[config.mk]
export PLATFORM = sky130hd
export DESIGN_NAME = cmos_capture_ctrl
export DESIGN_NICKNAME = d
export VERILOG_FILES = /design/src/rtl/cmos_capture_ctrl.sv
export SDC_FILE = /design/constraint.sdc
export NUM_CORES = 1
export LEC_CHECK = 0
export ABC_CLOCK_PERIOD_IN_PS = 3100
export BUFFER_PORTS_ARGS = -buffer_cell sky130_fd_sc_hd__buf_4
export CAP_MARGIN = 25
export CORE_MARGIN = 2
export CORE_UTILIZATION = 55
export CTS_CLUSTER_DIAMETER = 200
export DETAILED_ROUTE_END_ITERATION = 7
export GPL_TIMING_DRIVEN = 1
export HOLD_SLACK_MARGIN = 0.15
export PLACE_DENSITY = 0.78
export SLEW_MARGIN = 20
export SYNTH_ARGS = -nofsm -noshare
export SYNTH_HDL_FRONTEND = slang
export SYNTH_SLANG_ARGS = --single-unit
[constraint.sdc]
create_clock -name cmos_pclk -period 3.1 [get_ports cmos_pclk]
set_input_delay 0.775 -clock cmos_pclk [delete_from_list [all_inputs] [get_ports cmos_pclk]]
set_output_delay 0.775 -clock cmos_pclk [all_outputs]
set_load 0.05 [all_outputs]
[src/rtl/cmos_capture_ctrl.sv]
// cmos_capture_ctrl: frame-capture sequencer from the CMOS byte stream to the pixel write FIFO.
// Latency: a pixel is written 2 pclk after its low byte is on cmos_data. No stall: pix_full drops the word and sets ovf.
// Ports: cap_start/cap_stop/cap_cont/err_clr control; cmos_data/href/vsyn camera in; pix_data/pix_wr out;
//        frame_done/frame_cnt/busy status; line_err/frame_err/ovf sticky error flags.
module cmos_capture_ctrl #(
  parameter int HOR_NUM = 512,
  parameter int VER_NUM = 8,
  parameter int FCNT_W  = 16
) (
  input  logic              cmos_pclk,
  input  logic              rst,
  input  logic              cap_start,
  input  logic              cap_stop,
  input  logic              cap_cont,
  input  logic              err_clr,
  input  logic [7:0]        cmos_data,
  input  logic              cmos_href,
  input  logic              cmos_vsyn,
  input  logic              pix_full,
  output logic [15:0]       pix_data,
  output logic              pix_wr,
  output logic              frame_done,
  output logic [FCNT_W-1:0] frame_cnt,
  output logic              busy,
  output logic              line_err,
  output logic              frame_err,
  output logic              ovf
);

  // pix_cnt needs one code above HOR_NUM so overlong lines stay detectable.
  localparam int PW = $clog2(HOR_NUM + 2);
  localparam int LW = $clog2(VER_NUM + 1);
  localparam logic [PW-1:0] HOR_CNT   = PW'(HOR_NUM);
  localparam logic [PW-1:0] PIX_SAT   = PW'(HOR_NUM + 1);
  localparam logic [LW-1:0] LAST_LINE = LW'(VER_NUM - 1);

  typedef enum logic [1:0] {
    S_IDLE    = 2'd0,
    S_ARM     = 2'd1,
    S_CAPTURE = 2'd2,
    S_DONE    = 2'd3
  } state_t;

  state_t              state_q, state_d;
  logic                vs_q, vs_d, hr_q, hr_d;
  logic                vs_prev_q, vs_prev_d, hr_prev_q, hr_prev_d;
  logic [7:0]          dat_q, dat_d, hi_q, hi_d;
  logic                phase_q, phase_d;
  logic [PW-1:0]       pix_cnt_q, pix_cnt_d;
  logic [LW-1:0]       line_cnt_q, line_cnt_d;
  logic [15:0]         pix_data_q, pix_data_d;
  logic                pix_wr_q, pix_wr_d;
  logic [FCNT_W-1:0]   frame_cnt_q, frame_cnt_d;
  logic                line_err_q, line_err_d;
  logic                frame_err_q, frame_err_d;
  logic                ovf_q, ovf_d;

  logic vs_rise, vs_fall, hr_fall, hr_byte;

  // Edges come from the registered copies only; href is ignored while vsyn is high.
  assign vs_rise = vs_q & ~vs_prev_q;
  assign vs_fall = ~vs_q & vs_prev_q;
  assign hr_fall = hr_prev_q & ~hr_q & ~vs_q;
  assign hr_byte = hr_q & ~vs_q;

  always_comb begin
    state_d     = state_q;
    vs_d        = cmos_vsyn;
    hr_d        = cmos_href;
    dat_d       = cmos_data;
    vs_prev_d   = vs_q;
    hr_prev_d   = hr_q;
    hi_d        = hi_q;
    phase_d     = phase_q;
    pix_cnt_d   = pix_cnt_q;
    line_cnt_d  = line_cnt_q;
    pix_data_d  = pix_data_q;
    pix_wr_d    = 1'b0;
    frame_cnt_d = frame_cnt_q;
    // Clear first so that a set condition in the same cycle wins.
    line_err_d  = line_err_q  & ~err_clr;
    frame_err_d = frame_err_q & ~err_clr;
    ovf_d       = ovf_q       & ~err_clr;

    case (state_q)
      S_IDLE: begin
        if (cap_start) state_d = S_ARM;
      end
      S_ARM: begin
        if (vs_fall) begin
          state_d    = S_CAPTURE;
          pix_cnt_d  = '0;
          line_cnt_d = '0;
          phase_d    = 1'b0;
        end
      end
      S_CAPTURE: begin
        if (vs_rise) begin
          // Early frame end: the frame is abandoned, including any partial line.
          frame_err_d = 1'b1;
          state_d     = S_ARM;
          pix_cnt_d   = '0;
          line_cnt_d  = '0;
          phase_d     = 1'b0;
        end else if (hr_fall) begin
          if (pix_cnt_q != HOR_CNT || phase_q) line_err_d = 1'b1;
          pix_cnt_d  = '0;
          phase_d    = 1'b0;
          line_cnt_d = line_cnt_q + LW'(1);
          if (line_cnt_q == LAST_LINE) state_d = S_DONE;
        end else if (hr_byte) begin
          phase_d = ~phase_q;
          if (!phase_q) begin
            hi_d = dat_q;
          end else begin
            if (pix_cnt_q < HOR_CNT) begin
              if (pix_full) begin
                ovf_d = 1'b1;
              end else begin
                pix_wr_d   = 1'b1;
                pix_data_d = {hi_q, dat_q};
              end
            end else begin
              line_err_d = 1'b1;
            end
            // Saturate one past HOR_NUM; the exact overrun length is irrelevant.
            if (pix_cnt_q != PIX_SAT) pix_cnt_d = pix_cnt_q + PW'(1);
          end
        end
      end
      S_DONE: begin
        frame_cnt_d = frame_cnt_q + FCNT_W'(1);
        line_cnt_d  = '0;
        state_d     = cap_cont ? S_ARM : S_IDLE;
      end
      default: state_d = S_IDLE;
    endcase

    if (cap_stop) begin
      state_d    = S_IDLE;
      pix_wr_d   = 1'b0;
      pix_cnt_d  = '0;
      line_cnt_d = '0;
      phase_d    = 1'b0;
    end
  end

  always_ff @(posedge cmos_pclk or posedge rst) begin
    if (rst) begin
      state_q     <= S_IDLE;
      vs_q        <= 1'b0;
      hr_q        <= 1'b0;
      dat_q       <= '0;
      vs_prev_q   <= 1'b0;
      hr_prev_q   <= 1'b0;
      hi_q        <= '0;
      phase_q     <= 1'b0;
      pix_cnt_q   <= '0;
      line_cnt_q  <= '0;
      pix_data_q  <= '0;
      pix_wr_q    <= 1'b0;
      frame_cnt_q <= '0;
      line_err_q  <= 1'b0;
      frame_err_q <= 1'b0;
      ovf_q       <= 1'b0;
    end else begin
      state_q     <= state_d;
      vs_q        <= vs_d;
      hr_q        <= hr_d;
      dat_q       <= dat_d;
      vs_prev_q   <= vs_prev_d;
      hr_prev_q   <= hr_prev_d;
      hi_q        <= hi_d;
      phase_q     <= phase_d;
      pix_cnt_q   <= pix_cnt_d;
      line_cnt_q  <= line_cnt_d;
      pix_data_q  <= pix_data_d;
      pix_wr_q    <= pix_wr_d;
      frame_cnt_q <= frame_cnt_d;
      line_err_q  <= line_err_d;
      frame_err_q <= frame_err_d;
      ovf_q       <= ovf_d;
    end
  end

  assign pix_data   = pix_data_q;
  assign pix_wr     = pix_wr_q;
  assign frame_done = (state_q == S_DONE);
  assign frame_cnt  = frame_cnt_q;
  assign busy       = (state_q != S_IDLE);
  assign line_err   = line_err_q;
  assign frame_err  = frame_err_q;
  assign ovf        = ovf_q;

endmodule

After elaboration in Yosys (flattened, before gate mapping)
Cells that the tools add are included.
- register bits after elaboration: 73
- bits of input ports: 17
- output and inout port bits: 38
- add/sub/neg operators: 3
- magnitude comparators: 1
- eq/ne operators: 13
- muxes and demuxes: 51
- bitwise operators: 16
- reductions and logical operators: 11
- operators by type and width (cell ; count):
    two-way mux 10 bit ; 7
    two-way mux 1 bit ; 30
    inequality test 10 bit, second input constant ; 2
    case mux 10 bit (2 select lines) ; 1
    adder 16 x 1 -> 16 bit, second input constant ; 1
    two-way mux 4 bit ; 4
    inequality test 5 bit, second input constant ; 3
    two-way mux 2 bit ; 6
    case mux 4 bit (3 select lines) ; 1
    adder 10 x 1 -> 10 bit, second input constant ; 1
    < comparator 10 bit, second input constant ; 1
    AND reduction 5 bit ; 2
    bitwise AND 1 bit ; 8
    inequality test 4 bit, second input constant ; 2
    NOT 1 bit ; 8
    case mux 2 bit (4 select lines) ; 1
    AND reduction 7 bit ; 1
    inequality test 3 bit, second input constant ; 2
    AND reduction 3 bit ; 2
    adder 4 x 1 -> 4 bit, second input constant ; 1
    == test 2 bit, second input constant ; 2
    == test 4 x 3 -> 1 bit, second input constant ; 1
    AND reduction 4 bit ; 1
    nonzero test 4 bit ; 1
    6 further kinds ; 6

Longest topological paths before layout
- depth in word-level cells: 9
- depth in mapped cells: 8

Least setup slack after synthesis
No wires, ideal clock.
- path type: reg-to-reg
- from: register state_q[1]
- to: register frame_cnt_q[13], in the netlist frame_cnt[13]
- setup time: 141 ps
- data arrival time: 2070 ps
- setup slack: 889 ps
- cell stages (with the launch flop): 7
- buffers on the path: 1
- clock period less this slack: 2211 ps
- cell sequence: dfrtp_1 > ha_1 > clkbuf_1 > nand3_1 > nor4_1 > nand3_1 > xnor2_1
- cells in the longest elaborated chain, start to end: 1
- RTL lines (element ; line ; text):
    start, declared ; 44 ; state_t state_q, state_d;
    start signal, assigned ; 167 ; state_q <= state_d;
    == test 2 bit ; - ;
    named net frame_done ; 22 ; output logic frame_done,
    end signal, assigned ; 179 ; frame_cnt_q <= frame_cnt_d;
    end, declared ; 53 ; logic [FCNT_W-1:0] frame_cnt_q, frame_cnt_d;
The timed path passes the listed nets, and every way through them passes these cells.
A chain may end at the register's enable or synchronous reset.

Worst setup path in the final report
- from: register state_q[1]
- to: output frame_done
- cells in the longest elaborated chain, start to end: 1
- RTL lines (element ; line ; text):
    == test 2 bit ; 188 ; assign frame_done = (state_q == S_DONE);
    end, declared ; 22 ;
No other way between the ends.

==> results by group <==
Clock tree
  • Longest Clk Path Bufs: 2
  • CTS root buf: clkbuf_8
  • Hold-fix buffers at CTS: 0
  • Number of CTS-inserted buffers: 9
  • Clock Pin Slew Worst Setup and Hold Paths: 0.08 ns
  • Worst-Skew Late Latency: ~0.35 ns
  • H-tree Lvls: 3
  • CTS tree: done
  • Post_cts resized: 0
  • Sink Count: 73
  • Post-CTS setup buffer count: 0

Floorplanning
  • CORE AREA: 0.005886 mm²
  • Die X: just over 80 µm
  • Site Rows: 28
  • Die Ht: 81.92 µm
  • Die ar.: roughly 0.0067 mm²
  • Io pins: 55
  • Initial core utilization: between 50% and 60%

Layout
  • N_diodes: 0
  • Filler Cells Inserted: approximately 440
  • Final net count: between 300 and 400
  • Layout cells sized above 1: 30.72%
  • Area Overhead vs Synth: 21.32%
  • Final core utilization: 68.84%
  • Final Cell Area: a little over 0.004 mm²

Global routing
  • Number of global-route vias before repair: around 2300
  • Largest net degree at the start of global routing: 46
  • GRT Residual Overflow: 0
  • First-pass GRT wire length: between 10000 and 15000 µm
  • Gr usage total: between 20% and 30%
  • Antenna violations before repair: 0

Run
  • Max-cap violations: 0

Power
  • NetSw: 793.1 µW
  • Clock power frac: 34.8%
  • Combinational share of power: between 20% and 30%
  • Maximum vdd drop: 0.4702 mV
  • Lkg Pwr: roughly 0.0019 µW
  • Pwr/cell area: about 640 mW/mm²
  • Net Sw Frac: 30.61%
  • Sequential fraction of design power: a little over two fifths
  • Internal: approximately 1800 µW

Placement
  • Setup WS pre-CTS: ~0.75 ns
  • Hpwl dp: ~4600 µm
  • Port bufs: 54
  • Placer congestion estimate: just over 0.8
  • Placed cell area: approximately 0.0038 mm²

Worst setup path
  • CP endpoint kind: primary output
  • CP top delay family: flip-flops
  • CP required: approximately 2.3 ns
  • WP buf/inv: 1
  • Crit-path cells: ha_1 -> buf_4
  • Critical path launch point type: flip-flop
  • Crit Path Category: flip-flop to primary output
  • Worst Setup SP: state_q[1]
  • Crit path largest cell delay: roughly 0.46 ns
  • Slowest-stage cell, CP: dfrtp_1
  • CP Max Fanout: 9
  • Reg2reg start: state_q[0]
  • Critical Path AT: 1.54 ns

Synthesis
  • Mapped Nets: between 300 and 400
  • Ys async rst share: 100.0%
  • EDFF count, synth: 0
  • Post-synthesis cell area: 0.003339 mm²
  • Synth warn: 0
  • Top post-synthesis cells by area: dfrtp_1 55%, mux2_2 8.4%, ha_1 3.7%
  • Seq/Total Area, Yosys: between 50% and 60%
  • Syn avg cell area: about 12 µm²
  • Mapped Cells: 280
  • Synth Register Bits: 73
  • Yosys cell types: 49
  • Yosys top cell by area: dfrtp_1
  • Share of the synthesized area in the top cell type: between 50% and 60%
  • Most used flip-flop cell after synthesis: dfrtp_1

STA
  • Fin. Hold Viols: 0
  • RSZ-0062 raised after global routing: false
  • Setup_tns: 0 ns
  • Final worst setup slack: roughly 0.79 ns
  • FMAX: between 400 and 500 MHz
  • # setup viols final: 0
  • Worst Max-Slew Pin Slew: between 0.7 and 0.8 ns
  • Hold_ws: 0.4760 ns
  • Pins Over Slew Limit: 0
  • Min Tclk post-route: between 2 and 2.5 ns
  • Worst clock skew: roughly 0.0084 ns
  • Worst slew margin: between 40% and 50%
  • Period utilization: 74.66%

Status
  • Status: complete, no violations

Detailed routing
  • Met2 wire len: ~3300 µm
  • Met1 Wirelength: ~3000 µm
  • Max layer used: met4
  • Met3 routed WL: roughly 300 µm
  • Drt wl/cell: ~16 µm
  • Avg Vias per Cell: roughly 5.7
  • Post-Route WL: 6696 µm
  • DRC Markers: 0
  • Via count: between 2000 and 2500
  • DR pass1 iterations: 4
  • Antenna viol nets, final: 0
  • Initial drt markers: 133

Hold path
  • Hold Crit Start: hr_prev_d
  • HP Class: flip-flop to flip-flop
## layout make-up
| class | instances | area (µm²) | share of cell area (%) |
|---|---|---|---|
| Sequential cell | 73 | 1827 | 45.09 |
| Multi-Input combinational cell | 182 | 1385 | 34.19 |
| Timing Repair Buffer | 57 | 440.4 | 10.87 |
| Clock buffer | 9 | 123.9 | 3.057 |
| Clock inverter | 7 | 117.6 | 2.903 |
| Tap cell | 75 | 93.84 | 2.316 |
| Inverter | 17 | 63.81 | 1.575 |
## power groups by stage
| stage | Sequential, µW | Combinational [µW] | Clock [µW] |
|---|---|---|---|
| 6_report | 1140 | 550 | 903 |
| 5_1_grt | 1150 | 600 | 955 |
| 4_1_cts | 1140 | 554 | 915 |
| 3_5_place_dp | 1150 | 547 | 0 |
| 3_3_place_gp | 1150 | 534 | 0 |
| 2_1_floorplan | 1220 | 331 | 0 |
## per-layer routing
metal,up-vias,global-route usage [%]
li1,1139,-
met1,1166,29.12
met2,66,33.09
met3,10,4.615
met4,0,11.67
met5,-,0
## placed cells by master, fill, tap and decap left out, types with 8 or more instances in the layout
cell type | Yosys | final
ha_1 | 10 | 10
buf_4 | 1 | 56
nor2_1 | 8 | 8
o21ai_0 | 9 | 9
nand2_1 | 16 | 16
nand3_1 | 12 | 12
inv_1 | 17 | 16
mux2_2 | 25 | 25
clkbuf_8 | 0 | 9
nand4_1 | 9 | 9
xnor2_1 | 11 | 11
nor3_1 | 10 | 10
dfrtp_1 | 73 | 73
## cell families after synthesis
group	synth area share [%]
muxes	8.430
buffers and inverters	3.822
adders and majority gates	3.747
AOI/OAI and AO/OA	10.27
and+or+nand+nor	15.10
xor gates and xnor gates	3.934
DFF	54.70
## flip-flops by register name (all words and copies together) (netlist names)
register,count
hr_prev_d,1
state_q,2
hr_prev_q,1
vs_prev_d,1
phase_q,1
dat_q,8
line_err,1
line_cnt_q,4
pix_cnt_q,10
pix_wr,1
pix_data,16
frame_cnt,16
hi_q,8
frame_err,1
vs_prev_q,1
ovf,1
## per-stage QoR
step	instances	power, µW
after floorplan	280	1553
after global placement	404	1680
after detailed placement	404	1699
after CTS	420	2604
after global routing	420	2708
final	420	2591
## final timing paths
path	endpoint	slack, ns	cells after the start
min in group asynchronous	dat_q[0]	0.52	2
worst max register to register	state_q[0]	0.85	6
max in group asynchronous	pix_cnt_q[3]	1.94	3
worst min register to register	hr_prev_q	0.48	0
worst min-delay path	hr_prev_q	0.48	0
worst max-delay path	frame_done	0.79	2
## synth_stat cells (2+ instances only)
cell      number
a31oi_1        5
nand3_1       12
xor2_1         4
nor2b_1        3
ha_1          10
and3_1         4
or3_1          3
dfrtp_1       73
nor3_1        10
a41oi_1        3
nor4b_1        2
o21ai_0        9
a211oi_1       4
a21o_1         3
a211o_1        2
inv_1         17
nand4_1        9
nand2_1       16
nor2_1         8
o31ai_1        6
o211ai_1       2
o22ai_1        2
xnor2_1       11
buf_6          4
clkbuf_1       3
and2b_1        2
nor4_1         3
mux2_2        25
nand2b_1       5
Power figures use the tool's default switching activity.
